$ cat src/rtl/hazard_stall_controller.sv
// Issue-stage RAW hazard detector: holds fetch and inserts bubbles
// while a source register is still owned by an in-flight instruction.
module hazard_stall_controller #(
    parameter int DATA_WIDTH = 32,
    parameter int DEPTH      = 3
) (
    input  logic                  clk,
    input  logic                  rst,
    input  logic                  en,
    input  logic [DATA_WIDTH-1:0] instr_in,
    input  logic                  instr_valid,
    output logic                  pc_en,
    output logic                  stall,
    output logic [DATA_WIDTH-1:0] instr_out,
    output logic                  out_valid,
    output logic [15:0]           stall_count,
    output logic [15:0]           issue_count
);

    localparam logic [5:0] OP_LOAD  = 6'b001000;
    localparam logic [5:0] OP_ALU   = 6'b000111;
    localparam logic [5:0] OP_STORE = 6'b001001;

    logic [5:0] opcode;
    logic [4:0] rs, rt, rd;
    logic       is_load, is_alu, is_store;
    logic       use_rs, use_rt, has_dest;
    logic [4:0] dest;
    logic       match, hazard, issue;
    logic       unused_bits;

    logic             sb_v [DEPTH];
    logic [4:0]       sb_d [DEPTH];

    assign opcode = instr_in[31:26];
    assign rs     = instr_in[25:21];
    assign rt     = instr_in[20:16];
    assign rd     = instr_in[15:11];

    assign unused_bits = ^instr_in;

    assign is_load  = (opcode == OP_LOAD);
    assign is_alu   = (opcode == OP_ALU);
    assign is_store = (opcode == OP_STORE);

    always_comb begin
        use_rs   = 1'b0;
        use_rt   = 1'b0;
        has_dest = 1'b0;
        dest     = 5'd0;
        unique case (1'b1)
            is_load: begin
                use_rs   = 1'b1;
                has_dest = 1'b1;
                dest     = rt;
            end
            is_alu: begin
                use_rs   = 1'b1;
                use_rt   = 1'b1;
                has_dest = 1'b1;
                dest     = rd;
            end
            is_store: begin
                use_rs = 1'b1;
                use_rt = 1'b1;
            end
            default: ;
        endcase
    end

    // Only pre-edge scoreboard contents are compared, so an
    // instruction can never collide with its own destination.
    always_comb begin
        match = 1'b0;
        for (int i = 0; i < DEPTH; i++) begin
            if (sb_v[i] && ((use_rs && rs == sb_d[i]) ||
                            (use_rt && rt == sb_d[i])))
                match = 1'b1;
        end
    end

    assign hazard = en & instr_valid & match;
    assign issue  = en & instr_valid & ~match;
    assign stall  = hazard;
    assign pc_en  = en & ~hazard;

    always_ff @(posedge clk) begin
        if (!rst) begin
            for (int i = 0; i < DEPTH; i++) begin
                sb_v[i] <= 1'b0;
                sb_d[i] <= 5'd0;
            end
            instr_out   <= '0;
            out_valid   <= 1'b0;
            stall_count <= 16'd0;
            issue_count <= 16'd0;
        end else begin
            // Shift every cycle so entries age out after DEPTH edges.
            for (int i = DEPTH - 1; i > 0; i--) begin
                sb_v[i] <= sb_v[i-1];
                sb_d[i] <= sb_d[i-1];
            end
            sb_v[0] <= issue & has_dest;
            sb_d[0] <= issue ? dest : 5'd0;

            instr_out <= issue ? instr_in : '0;
            out_valid <= issue;

            if (issue)
                issue_count <= issue_count + 16'd1;
            if (hazard && stall_count != 16'hFFFF)
                stall_count <= stall_count + 16'd1;
        end
    end

endmodule

$ cat config.mk
export PLATFORM = sky130hd
export DESIGN_NAME = hazard_stall_controller
export DESIGN_NICKNAME = d
export VERILOG_FILES = /design/src/rtl/hazard_stall_controller.sv
export SDC_FILE = /design/constraint.sdc
export NUM_CORES = 1
export LEC_CHECK = 0
export CORE_MARGIN = 5
export CORE_UTILIZATION = 50
export DETAILED_ROUTE_END_ITERATION = 10
export GPL_ROUTABILITY_DRIVEN = 0
export HOLD_SLACK_MARGIN = 0.12
export MAX_ROUTING_LAYER = met4
export PLACE_DENSITY = 0.82
export SYNTH_ARGS = -nofsm -noshare
export SYNTH_HDL_FRONTEND = slang
export SYNTH_SLANG_ARGS = --single-unit
$ cat constraint.sdc
create_clock -name clk -period 5.3 [get_ports clk]
set_input_delay 0.795 -clock clk [delete_from_list [all_inputs] [get_ports clk]]
set_output_delay 0.795 -clock clk [all_outputs]
set_load 0.02 [all_outputs]
=== Word level (Yosys, flattened, before mapping) ===
Memory sizes are Yosys's and may differ from the RTL's.
Cells that the tools add are included.

* Register bits after elaboration: 65
* RAM bits: 18
* Input bits: 36
* Output and inout port bits: 67
* Word-level logic and storage cells: 64
* Memories: 2

* $add $sub $neg: 2
* Eq/ne operators: 10
* Multiplexer cells: 16
* Bitwise logic cells: 13
* Reductions and logical operators: 17

{| class="wikitable"
|+ Memories
! name !! depth !! bits a word !! rd ports !! clocked after Yosys merged registers in !! wr ports !! line !! text
|-
| sb_d || 3 || 5 || 3 || 0 || 3 || 33 || <nowiki>logic [4:0] sb_d [DEPTH];</nowiki>
|-
| sb_v || 3 || 1 || 3 || 0 || 3 || 32 || <nowiki>logic sb_v [DEPTH];</nowiki>
|}

{| class="wikitable"
|+ Operators by type and width
! operator !! number
|-
| adder 16 x 1 -> 16 bit (second input constant) || 2
|-
| equality test 5 bit || 6
|-
| 2-to-1 mux 5 bit || 4
|-
| inequality test 16 bit (second input constant) || 1
|-
| equality test 6 x 4 -> 1 bit (second input constant) || 2
|-
| 2-to-1 mux 1 bit || 11
|-
| logical AND 1 bit || 10
|-
| one-hot mux 5 bit (2 select lines) || 1
|-
| equality test 6 x 3 -> 1 bit (second input constant) || 1
|-
| OR 1 bit || 6
|-
| AND 1 bit || 5
|-
| OR reduction 2 bit || 2
|-
| logical OR 1 bit || 3
|-
| OR reduction 3 bit || 1
|-
| NOT 1 bit || 2
|-
| AND reduction 2 bit || 1
|}

=== Longest topological paths before layout ===
Gate-level depths: netlist of the first run.

* Depth after elaboration: 13
* Gate-level depth with buffers: 10
* Gate-level depth less buffers: 7

=== Worst setup path after synthesis of the first run ===
No wires, ideal clock.

* Path kind: input-to-output
* From: input instr_in[20]
* To: output stall
* Data arrival time: 2,369 ps
* Data required time: 4,505 ps
* Path slack: 2,136 ps
* Stages on the path: 8
* Buffers on the path: 2
* Path through: buf_2 -> xor2_1 -> nor4_1 -> nand4_1 -> nand4_1 -> buf_2 -> nor2_1 -> nor3_1

* Cells in the longest elaborated chain, start to end: 8
* Elaborated cells on any way between the ends: 16

{| class="wikitable"
|+ Ends and longest elaborated chain
! item !! line !! text
|-
| start: declaration || 10 || <nowiki>input logic [DATA_WIDTH-1:0] instr_in,</nowiki>
|-
| equality test 5 bit || 77 || <nowiki>(use_rt && rt == sb_d[i])))</nowiki>
|-
| logical AND 1 bit || 77 ||
|-
| logical OR 1 bit || 76 || <nowiki>if (sb_v[i] && ((use_rs && rs == sb_d[i]) ||</nowiki>
|-
| logical AND 1 bit || 76 ||
|-
| 2-to-1 mux 1 bit (2 in series) || 76 ||
|-
| 2-to-1 mux 1 bit * || 76 ||
|-
| AND 1 bit * || 82 || <nowiki>assign hazard = en & instr_valid & match;</nowiki>
|-
| end: declaration || 13 || <nowiki>output logic stall,</nowiki>
|}

Mark *: on every way between the ends. The rest lies on a longest branch, timed or not.

=== Final worst setup path of the first run ===
* From: input instr_in[20]
* To: output pc_en

* Cells in the longest elaborated chain, start to end: 10
* Elaborated cells on any way between the ends: 18

{| class="wikitable"
|+ Ends and longest elaborated chain
! item !! line !! text
|-
| equality test 5 bit || 77 ||
|-
| logical AND 1 bit || 77 ||
|-
| logical OR 1 bit || 76 ||
|-
| logical AND 1 bit || 76 ||
|-
| 2-to-1 mux 1 bit (2 in series) || 76 ||
|-
| 2-to-1 mux 1 bit * || 76 ||
|-
| AND 1 bit * || 82 ||
|-
| NOT 1 bit * || 85 || <nowiki>assign pc_en = en & ~hazard;</nowiki>
|-
| AND 1 bit * || 85 ||
|-
| end: declaration || 12 || <nowiki>output logic pc_en,</nowiki>
|}

Marks and branches as above.

==> results of run 1 <==
## per-layer routing
metal / vias up / share of wire / GRT usage
li1: 1766 / - / -
met1: 1653 / 0.43 / 0.257
met2: 121 / 0.47 / 0.325
met3: 14 / 0.074 / 0.0545
met4: 0 / 0.019 / 0.0819
met5: - / 0 / -
## Yosys cell counts (all sizes together), types with 2 or more instances
| cell | instances | share of area |
|---|---|---|
| nand4 | 14 | 0.022 |
| a21oi | 13 | 0.016 |
| o22ai | 4 | 0.0063 |
| a22oi | 5 | 0.0095 |
| nor2 | 9 | 0.0085 |
| inv | 35 | 0.033 |
| xor2 | 24 | 0.053 |
| nand3 | 27 | 0.034 |
| ha | 2 | 0.0063 |
| and2 | 16 | 0.025 |
| nor3 | 45 | 0.060 |
| and3 | 10 | 0.016 |
| nand2 | 55 | 0.052 |
| nor4 | 7 | 0.011 |
| and4 | 3 | 0.0066 |
| o21ai | 12 | 0.015 |
| mux2i | 31 | 0.079 |
| buf | 12 | 0.020 |
| nand2b | 27 | 0.043 |
| clkbuf | 17 | 0.017 |
| a211oi | 3 | 0.0070 |
| xnor2 | 6 | 0.013 |
| dfxtp | 83 | 0.42 |
## worst min-delay path by stage
stage / endpoint / depth (start not counted) / slack, ps / startpoint
3_5_place_dp: issue_count[15]$_SDFFE_PN0P_ / 2 / 470 / issue_count[15]$_SDFFE_PN0P_
4_1_cts: issue_count[15]$_SDFFE_PN0P_ / 2 / 480 / issue_count[15]$_SDFFE_PN0P_
5_1_grt: issue_count[7]$_SDFFE_PN0P_ / 2 / 520 / issue_count[7]$_SDFFE_PN0P_
6_report: issue_count[15]$_SDFFE_PN0P_ / 2 / 480 / issue_count[15]$_SDFFE_PN0P_
2_1_floorplan: sb_v[0][1]$_SDFF_PN0_ / 1 / 450 / sb_v[0][0]$_SDFF_PN0_
3_3_place_gp: issue_count[15]$_SDFFE_PN0P_ / 2 / 450 / issue_count[15]$_SDFFE_PN0P_
## power by group
part	switching [W]	internal (W)
clock network	0.000226	0.000269
logic	0.0000750	0.0000631
registers	0.00000626	0.000636
total	0.000307	0.000968
## metrics by stage
| step | setup slack [ps] | utilization | hold WS [ps] | instances |
|---|---|---|---|---|
| after global placement | 1340 | 0.643 | 453 | 647 |
| after global routing | 1050 | 0.671 | 518 | 663 |
| after floorplan | 2140 | - | 453 | 469 |
| final | 1190 | 0.671 | 480 | 663 |
| after detailed placement | 1210 | 0.643 | 470 | 647 |
| after CTS | 1200 | 0.671 | 483 | 663 |
## state kept, by name (all words and copies together), names as in the netlist
register,flops
instr_out,32
issue_count,16
out_valid,1
sb_d,15
sb_v,3
stall_count,16
## placed cells by master, fill, tap and decap left out, drive strengths merged, types with 2 or more instances in the layout
cell           netlist  routed
nor4                 7       7
inv                 35      37
nand3               27      27
and3                10      10
nand2               55      55
buf                 12       4
a211oi               3       3
a21oi               13      13
and2                16      16
a22oi                5       5
nor2                 9       9
xor2                24      24
mux2i               31      31
dfxtp               83      83
xnor2                6       6
bufinv               0       2
clkdlybuf4s50        0     101
clkbuf              17      11
nand4               14      14
nor3                45      45
o21ai               12      12
o22ai                4       4
and4                 3       3
nand2b              27      27
ha                   2       2
## worst max-delay path, stage by stage
cell	delay, ps
clkdlybuf4s50_1	530
xor2_1	220
nor4_1	440
a32oi_2	80
buf_4	270
inv_1	110
nor2_1	60
o31a_1	250
clkdlybuf4s50_1	540
## logic make-up after synthesis
kind of cell	after synthesis	synth area share
mux	31	0.0785
compound gates	42	0.0706
xor+xnor	30	0.0665
fa+ha+maj	2	0.00633
flops	83	0.420
buf+inv	64	0.0703
simple gates	217	0.287
## cell type report
cell class                      count  area (um2)
Clock inverter                      5        85.1
Inverter                           35         131
Fill cell                         623        2540
Sequential cell                    83        1660
Clock buffer                       11         131
Tap cell                          102         128
Multi-Input combinational cell    322        2010
Timing Repair Buffer              105        1040
==> results.md, run 1 <==
- Diodes inserted: 0
- Crit path capture type: primary output
- Hold buffers post-CTS: 0
- # Post-CTS Setup Buffers: 0
- Post-route cell area: ~0.0052 mm2
- Total GRT Usage: 0.209
- Post-synth EDFFs: 0
- Top FF cell, synth: dfxtp_1
- CTS root buffer: clkbuf_8
- Hold Path Class: reg -> reg
- Die height: 98.9 um
- F_max: approximately 240 MHz
- Worst-path maximum fanout: 31
- Layout area overhead: 31.3%
- VDD IR max: around 0.00017 V
- FF+latch count, synth: 83
- CTS tree: built
- Status: finished clean
- Final WL: between 9000 and 10,000 um
- Netlist cell types: 38
- Rows: 32
- Final #Nets: roughly 590
- Placed Area: between 0.004 and 0.005 mm2
- Initial antenna violation count: 0
- Clk buf depth: 2
- CP required: 4510 ps
- Hold Vio Cnt, Final: 0
- Startpoint types: input port
- Setup Skew: ~13 ps
- R2R setup slack: approximately 2600 ps
- CP Class: in -> out
- Yosys warns: 0
- Slew @ Worst Pin: around 1100 ps
- Die X: approximately 99 um
- Gate Count Post-Synth: between 400 and 500
- Skew-Pair Late Insertion Delay: 340 ps
- Critical Path Sink: pc_en
- Crit path DAT: between 3000 and 4000 ps
- Slew margin rel.: 0.278
- First-pass GRT wire length: around 16,000 um
- Clock transition at path regs: roughly 80 ps
- Asr flop ratio synth: 0
- CTS H-tree depth: 3
- Grt ovf: 0
- Post-layout minimum cycle time: just over 4000 ps
- Register area share after synthesis: 0.420
- Antenna-violating nets left: 0
- Final slew viol count: 0
- DR pass1 iterations: 4
- Die Area: between 0.009 and 0.01 mm2
- Vias/cell: approximately 5.4
- Vias in the first global route: about 3,400
- I/O pin cnt: around 100
- Total CTS buffers: 9
- R2r worst-path depth: 6
- Layout cell share with drive strength beyond 1: 0.0410
- PortBufs: 102
- Post-Syn Area: 0.00395 mm2
- Initial Util: 0.511
- Worst reg2reg path startpoint: sb_d[0][14]$_SDFF_PN0_
- Final period util: 0.776
- Reg2reg end: issue_count[0]$_SDFFE_PN0P_
- Maxcap violations: 0
- Largest net degree at the start of global routing: between 70 and 80
- Final setup violation count: 0
- Post-DR wirelength/cell: about 15 um
- Pwr dens: 246 mW/mm2
- Final Total Pwr: around 0.0013 W
- RSZ-0062 raised after global routing: no
- Via count: between 3,000 and 4,000
- DRC: 0
- Crit path launch: instr_in[20]
- Clock sinks: 83
- Number of DRC markers in iteration 0: approximately 240
- Setup TNS: 0 ps
- Core area: approximately 0.0077 mm2
- Average cell area after synthesis: around 8.4 um2
- Post-DP HPWL: roughly 7200 um
- Lkg Pwr: 1.96 nW
- Syn_nets: about 510
- Post_cts resized: 0
No activity file was read; power rests on OpenSTA's default activity.
==> run 2: changes to the inputs <==
Settings changed: CORE_UTILIZATION 50 to 49, PLACE_DENSITY 0.82 to 0.8.
Clock period 5.3 ns to 4.3 ns, I/O delays scaled along.
==> run 2 against run 1 <==
  * Non-clock buffer count grew 3
  * Register-to-register slack worse by 730 ps
  * Critical path depth shrank 1
  * Hold slack improved by 8.7 ps
  * Clock power grew 3%
  * Die area rose by 1.8%
  * Clock skew down 4.8 ps
  * Sequential share of layout area increased by 0.093 points
  * Sequential power grew 23%
  * Utilization shrank 0.88 points
  * Via count is 1.2% higher
  * Cell area fell by 0.29%
==> results.md, run 2 (synthesized netlist as in run 1, its figures left out) <==
- Pwr dens: 285 mW/mm2 (was 246 mW/mm2)
- Core area: 0.00781 mm2 (was 0.00773 mm2)
- # Post-CTS Setup Buffers: 0 (unchanged)
- First-pass GRT wire length: 16,400 um (was 16,200 um)
- Clock sinks: 83 (unchanged)
- Diodes inserted: 0 (unchanged)
- Post_cts resized: 0 (unchanged)
- Initial Util: 0.506 (was 0.511)
- Sw frac: 0.261 (was 0.241)
- Grt ovf: 0 (unchanged)
- Die X: 99.8 um (was 98.9 um)
- Worst path max stage delay: 560 ps (was 540 ps)
- Highest-delay cell along the critical path: clkdlybuf4s50_1 (unchanged)
- Placed Area: 0.00499 mm2 (was 0.00497 mm2)
- Vias/cell: 5.40 (was 5.36)
- F_max: 282 MHz
- Status: finished clean (unchanged)
- PortBufs: 102 (unchanged)
- Biggest regs: instr_out x32, issue_count x16, stall_count x16 (unchanged)
- Rows: 32 (unchanged)
- Worst-path maximum fanout: 4 (was 31)
- CTS H-tree depth: 3 (unchanged)
- Reg2reg end: stall_count[1]$_SDFFE_PN0P_ (was issue_count[0]$_SDFFE_PN0P_)
- Final #Nets: 597 (was 594)
- Maxcap violations: 0 (unchanged)
- CTS tree: built (unchanged)
- Worst reg2reg path startpoint: stall_count[0]$_SDFFE_PN0P_ (was sb_d[0][14]$_SDFF_PN0_)
- CP Class: in -> out (unchanged)
- Largest net degree at the start of global routing: 48 (was 79)
- Logic pwr share: 0.116 (was 0.108)
- Finished Layout Cells: 666 (was 663)
- R2R setup slack: 1840 ps (was 2570 ps)
- Most frequent cells in the layout: 101 x clkdlybuf4s50_1, 83 x dfxtp_1, 55 x nand2_1, 44 x nor3_1, 34 x inv_1 (unchanged)
- Lkg Pwr: 1.96 nW (about the same)
- Placed instance count: 650 (was 647)
- Post-DP HPWL: 7260 um (was 7200 um)
- VDD IR max: 0.000231 V (was 0.000168 V)
- Layout area overhead: 30.9% (was 31.3%)
- Hold Path Class: reg -> reg (unchanged)
- Clock transition at path regs: 80 ps (about the same)
- WHS Endpoint: issue_count[13]$_SDFFE_PN0P_ (was issue_count[15]$_SDFFE_PN0P_)
- Crit path DAT: 2900 ps (was 3320 ps)
- Slew @ Worst Pin: 1030 ps (was 1070 ps)
- Setup Skew: 7.77 ps (was 12.5 ps)
- Die Area: 0.00996 mm2 (was 0.00978 mm2)
- Number of DRC markers in iteration 0: 181 (was 236)
- Hold Vio Cnt, Final: 0 (unchanged)
- Final setup violation count: 0 (unchanged)
- Slew margin rel.: 0.307 (was 0.278)
- CTS root buffer: clkbuf_8 (unchanged)
- Top reg by flops: instr_out (unchanged)
- Post-DR wirelength/cell: 14.8 um (was 14.9 um)
- Clk network pwr share: 0.347 (was 0.388)
- CP required: 3650 ps (was 4510 ps)
- Hold wc startpoint: issue_count[13]$_SDFFE_PN0P_ (was issue_count[15]$_SDFFE_PN0P_)
- Fillers: 654 (was 623)
- Via count: 3,595 (was 3,554)
- Cell Chain, Critical Path: clkdlybuf4s50_1, xor2_1, nor4_1, a32oi_2, inv_1, nor2_1, o31a_1, clkdlybuf4s50_1 (was clkdlybuf4s50_1, xor2_1, nor4_1, a32oi_2, buf_4, inv_1, nor2_1, o31a_1, clkdlybuf4s50_1)
- Final WL: 9880 um (was 9860 um)
- Post-route cell area: 0.00517 mm2 (was 0.00519 mm2)
- Total GRT Usage: 0.206 (was 0.209)
- DRC: 0 (unchanged)
- Startpoint types: input port (unchanged)
- I/O pin cnt: 103 (unchanged)
- Hold buffers post-CTS: 0 (unchanged)
- Internal power: 0.00109 W (was 0.000968 W)
- Clk buf depth: 2 (unchanged)
- Skew-Pair Late Insertion Delay: 350 ps (was 340 ps)
- R2r worst-path depth: 7 (was 6)
- Setup TNS: 0 ps (unchanged)
- Post-layout minimum cycle time: about 3500 ps
- WHS Path Cells: 2 (unchanged)
- DR pass1 iterations: 5 (was 4)
- Antenna-violating nets left: 0 (unchanged)
- Most used cell, CP: clkdlybuf4s50_1 (unchanged)
- Die height: 99.8 um (was 98.9 um)
- Vias in the first global route: 3,467 (was 3,384)
- Most common cell after layout, fill and taps aside: clkdlybuf4s50_1 (unchanged)
- Final period util: 0.824
- Crit path capture type: primary output (unchanged)
- Reg power frac: 0.537 (was 0.504)
- Total CTS buffers: 9 (unchanged)
- Psw: 0.000384 W (was 0.000307 W)
- Layout cell share with drive strength beyond 1: 0.0479 (was 0.0410)
- Initial antenna violation count: 0 (unchanged)
- Largest register FFs: 32 (unchanged)
- Final slew viol count: 0 (unchanged)
- RSZ-0062 raised after global routing: no (unchanged)
run 2: changes by cell type in the layout (fill, tap and decap cells not counted):
cell	previous run	this run
bufinv_16	2	0
clkinv_2	0	1
inv_6	2	1
clkbuf_1	2	1
buf_4	3	6
clkinv_4	0	1
clkbuf_8	9	10
clkinvlp_4	1	2
run 2: layout make-up:
| class | instances | area [um2] | share of cell area |
|---|---|---|---|
| Multi-Input combinational cell | 322 | 2010 | 0.389 |
| Sequential cell | 83 | 1660 | 0.321 |
| Timing Repair Buffer | 108 | 1060 | 0.205 |
| Clock buffer | 11 | 141 | 0.0273 |
| Inverter | 35 | 131 | 0.0254 |
| Tap cell | 102 | 128 | 0.0247 |
| Clock inverter | 5 | 37.5 | 0.00726 |
run 2: how the worst max path moves through the flow:
stage | start | end | slack, ps | cells past startpoint
after floorplan | instr_in[20] | stall | 1440 | 8
after global placement | instr_in[20] | pc_en | 830 | 8
after detailed placement | instr_in[21] | stall | 750 | 8
after CTS | instr_in[21] | stall | 750 | 8
after global routing | instr_in[21] | pc_en | 620 | 8
final | instr_in[21] | pc_en | 760 | 8
run 2: worst max-delay path, delay by kind of cell:
family / cells / cell delay (ps)
buffers and inverters: 3 / 1180
and+or+nand+nor: 2 / 430
AOI/OAI and AO/OA: 2 / 420
xor gates and xnor gates: 1 / 220
run 2: power by group through the flow:
| stage | Clock [W] | Sequential, W | Combinational, W |
|---|---|---|---|
| after floorplan | 0 | 0.000828 | 0.0000721 |
| after global placement | 0 | 0.000809 | 0.000167 |
| after detailed placement | 0 | 0.000810 | 0.000172 |
| after CTS | 0.000525 | 0.000792 | 0.000172 |
| after global routing | 0.000563 | 0.000794 | 0.000185 |
| final | 0.000512 | 0.000791 | 0.000171 |
run 2: through the flow:
step	util	total power, W	setup slack (ps)	hold WS [ps]
4_1_cts	0.663	0.00149	750	494
6_report	0.663	0.00147	759	488
5_1_grt	0.663	0.00154	619	527
2_1_floorplan	-	0.000900	1440	453
3_5_place_dp	0.640	0.000981	753	481
3_3_place_gp	0.640	0.000976	834	453
run 2: per-layer routing:
layer | GRT usage | share of wire | vias up
met4 | 0.0756 | 0.015 | 0
met3 | 0.0514 | 0.069 | 19
met2 | 0.328 | 0.47 | 134
met1 | 0.253 | 0.44 | 1662
met5 | - | 0 | -
li1 | - | - | 1780
==> run 3: changes to the inputs <==
Clock period 4.3 ns to 3.4 ns, I/O delays scaled along.
==> run 3 against run 2 <==
  * Routed wire length decreased by 1.2%
  * Largest power group unchanged
  * Sequential power rose by 26%
  * First-iteration DRC count up 29%
  * Sequential share of layout area down 0.31 points
  * Final cell count rose by 0.45%
  * Critical path type unchanged
  * Total power up 28%
==> results.md, run 3 (synthesized netlist as in run 1, its figures left out) <==
- PortBufs: 102 (unchanged)
- Core area: 0.00781 mm2 (unchanged)
- Clock transition at path regs: 80 ps (about the same)
- Reg2reg end: issue_count[1]$_SDFFE_PN0P_ (was stall_count[1]$_SDFFE_PN0P_)
- Highest-delay cell along the critical path: clkdlybuf4s50_1 (unchanged)
- Hold Vio Cnt, Final: 0 (unchanged)
- CP Class: in -> out (unchanged)
- WHS: 472 ps (was 488 ps)
- Worst path max stage delay: 540 ps (was 560 ps)
- First-pass GRT wire length: 16,100 um (was 16,400 um)
- Most frequent cells in the layout: 101 x clkdlybuf4s50_1, 83 x dfxtp_1, 55 x nand2_1, 44 x nor3_1, 34 x inv_1 (unchanged)
- Setup TNS: 0 ps (unchanged)
- Post-DR wirelength/cell: 14.6 um (was 14.8 um)
- Post-route cell area: 0.00522 mm2 (was 0.00517 mm2)
- Final Total Pwr: 0.00189 W (was 0.00147 W)
- Placed Area: 0.00503 mm2 (was 0.00499 mm2)
- Layout cell share with drive strength beyond 1: 0.0564 (was 0.0479)
- Layout area overhead: 32.2% (was 30.9%)
- Final WL: 9760 um (was 9880 um)
- Die height: 99.8 um (unchanged)
- Biggest regs: instr_out x32, issue_count x16, stall_count x16 (unchanged)
- CP required: 2890 ps (was 3650 ps)
- Diodes inserted: 0 (unchanged)
- Clk buf depth: 2 (unchanged)
- Top reg by flops: instr_out (unchanged)
- CTS H-tree depth: 3 (unchanged)
- R2R setup slack: 1180 ps (was 1840 ps)
- Initial Util: 0.506 (unchanged)
- Cell Chain, Critical Path: clkdlybuf4s50_1, xor2_1, nor4_2, nand4_1, nand4_1, nor2_1, o31a_1, clkdlybuf4s50_1 (was clkdlybuf4s50_1, xor2_1, nor4_1, a32oi_2, inv_1, nor2_1, o31a_1, clkdlybuf4s50_1)
- Largest register FFs: 32 (unchanged)
- Hold Path Class: reg -> reg (unchanged)
- Setup Skew: 14.2 ps (was 7.77 ps)
- Lkg Pwr: 1.99 nW (was 1.96 nW)
- Crit path DAT: 2790 ps (was 2900 ps)
- Crit path capture type: primary output (unchanged)
- RSZ-0062 raised after global routing: no (unchanged)
- F_max: slightly above 300 MHz
- Final slew viol count: 0 (unchanged)
- Initial antenna violation count: 0 (unchanged)
- Slew margin rel.: 0.465 (was 0.307)
- Crit path launch: instr_in[20] (was instr_in[21])
- Status: finished clean (unchanged)
- Worst reg2reg path startpoint: sb_d[0][4]$_SDFF_PN0_ (was stall_count[0]$_SDFFE_PN0P_)
- Vias/cell: 5.37 (was 5.40)
- Finished Core Util: 0.669 (was 0.663)
- DRC: 0 (unchanged)
- Clock sinks: 83 (unchanged)
- VDD IR max: 0.000310 V (was 0.000231 V)
- Die Area: 0.00996 mm2 (unchanged)
- I/O pin cnt: 103 (unchanged)
- Most common cell after layout, fill and taps aside: clkdlybuf4s50_1 (unchanged)
- Post-DP HPWL: 7110 um (was 7260 um)
- Slew @ Worst Pin: 797 ps (was 1030 ps)
- Pwr dens: 361 mW/mm2 (was 285 mW/mm2)
- Maxcap violations: 0 (unchanged)
- Grt ovf: 0 (unchanged)
- Post-layout minimum cycle time: between 3000 and 4000 ps
- Final setup violation count: 0 (unchanged)
- Die X: 99.8 um (unchanged)
- Largest net degree at the start of global routing: 79 (was 48)
- Startpoint types: input port (unchanged)
- # Post-CTS Setup Buffers: 0 (unchanged)
- DR pass1 iterations: 5 (unchanged)
- Critical Path Sink: pc_en (unchanged)
- CTS tree: built (unchanged)
- Number of DRC markers in iteration 0: 234 (was 181)
- Worst-path maximum fanout: 5 (was 4)
- Rows: 32 (unchanged)
- Vias in the first global route: 3,483 (was 3,467)
- CTS root buffer: clkbuf_8 (unchanged)
- Final period util: 0.971
- Hold buffers post-CTS: 0 (unchanged)
- Total CTS buffers: 9 (unchanged)
- R2r worst-path depth: 7 (unchanged)
- Total GRT Usage: 0.202 (was 0.206)
- Post_cts resized: 0 (unchanged)
- Antenna-violating nets left: 0 (unchanged)
- Skew-Pair Late Insertion Delay: 360 ps (was 350 ps)
- Via count: 3,592 (was 3,595)
- Final #Nets: 600 (was 597)
-- run 3: power breakdown --
| part | switching (W) | leakage [nW] | internal (W) |
|---|---|---|---|
| logic | 0.000120 | 1.22 | 0.000104 |
| registers | 0.00000886 | 0.673 | 0.000991 |
| clock network | 0.000368 | 0.0944 | 0.000293 |
| total | 0.000497 | 1.99 | 0.00139 |
-- run 3: critical path: cells and delay by family --
family,cells,cell delay [ps]
compound gates,1,260
buf+inv,2,1070
simple gates,4,720
xor+xnor,1,220
-- run 3: worst min-delay path by stage --
stage                                             from  depth (start not counted)                           end
final                     issue_count[15]$_SDFFE_PN0P_                          2  issue_count[15]$_SDFFE_PN0P_
after global routing      issue_count[15]$_SDFFE_PN0P_                          2  issue_count[15]$_SDFFE_PN0P_
after CTS                 issue_count[15]$_SDFFE_PN0P_                          2  issue_count[15]$_SDFFE_PN0P_
after detailed placement  issue_count[15]$_SDFFE_PN0P_                          2  issue_count[15]$_SDFFE_PN0P_
after global placement    issue_count[15]$_SDFFE_PN0P_                          2  issue_count[15]$_SDFFE_PN0P_
after floorplan                  sb_v[0][0]$_SDFF_PN0_                          1         sb_v[0][1]$_SDFF_PN0_
-- run 3: routing by layer --
metal  share of wire  up-vias  global-route usage
met5               0        -                   -
met1            0.44     1676               0.252
met4           0.028        0              0.0861
li1                -     1775                   -
met2            0.46      120               0.311
met3           0.071       21              0.0528
-- run 3: metrics by stage --
| stage | cells | worst slack (ps) |
|---|---|---|
| final | 669 | 99.6 |
| after global routing | 669 | 0.774 |
| after floorplan | 469 | 806 |
| after detailed placement | 653 | 59.5 |
| after global placement | 653 | 207 |
| after CTS | 669 | 60.5 |
-- run 3: area by class of cell --
class | instances | area [um2]
tap | 102 | 128
inverter | 35 | 131
fill | 658 | 2580
clock buffer | 10 | 138
clock inverter | 6 | 50.0
timing repair buffer | 111 | 1100
multi-input combinational | 322 | 2020
sequential | 83 | 1660
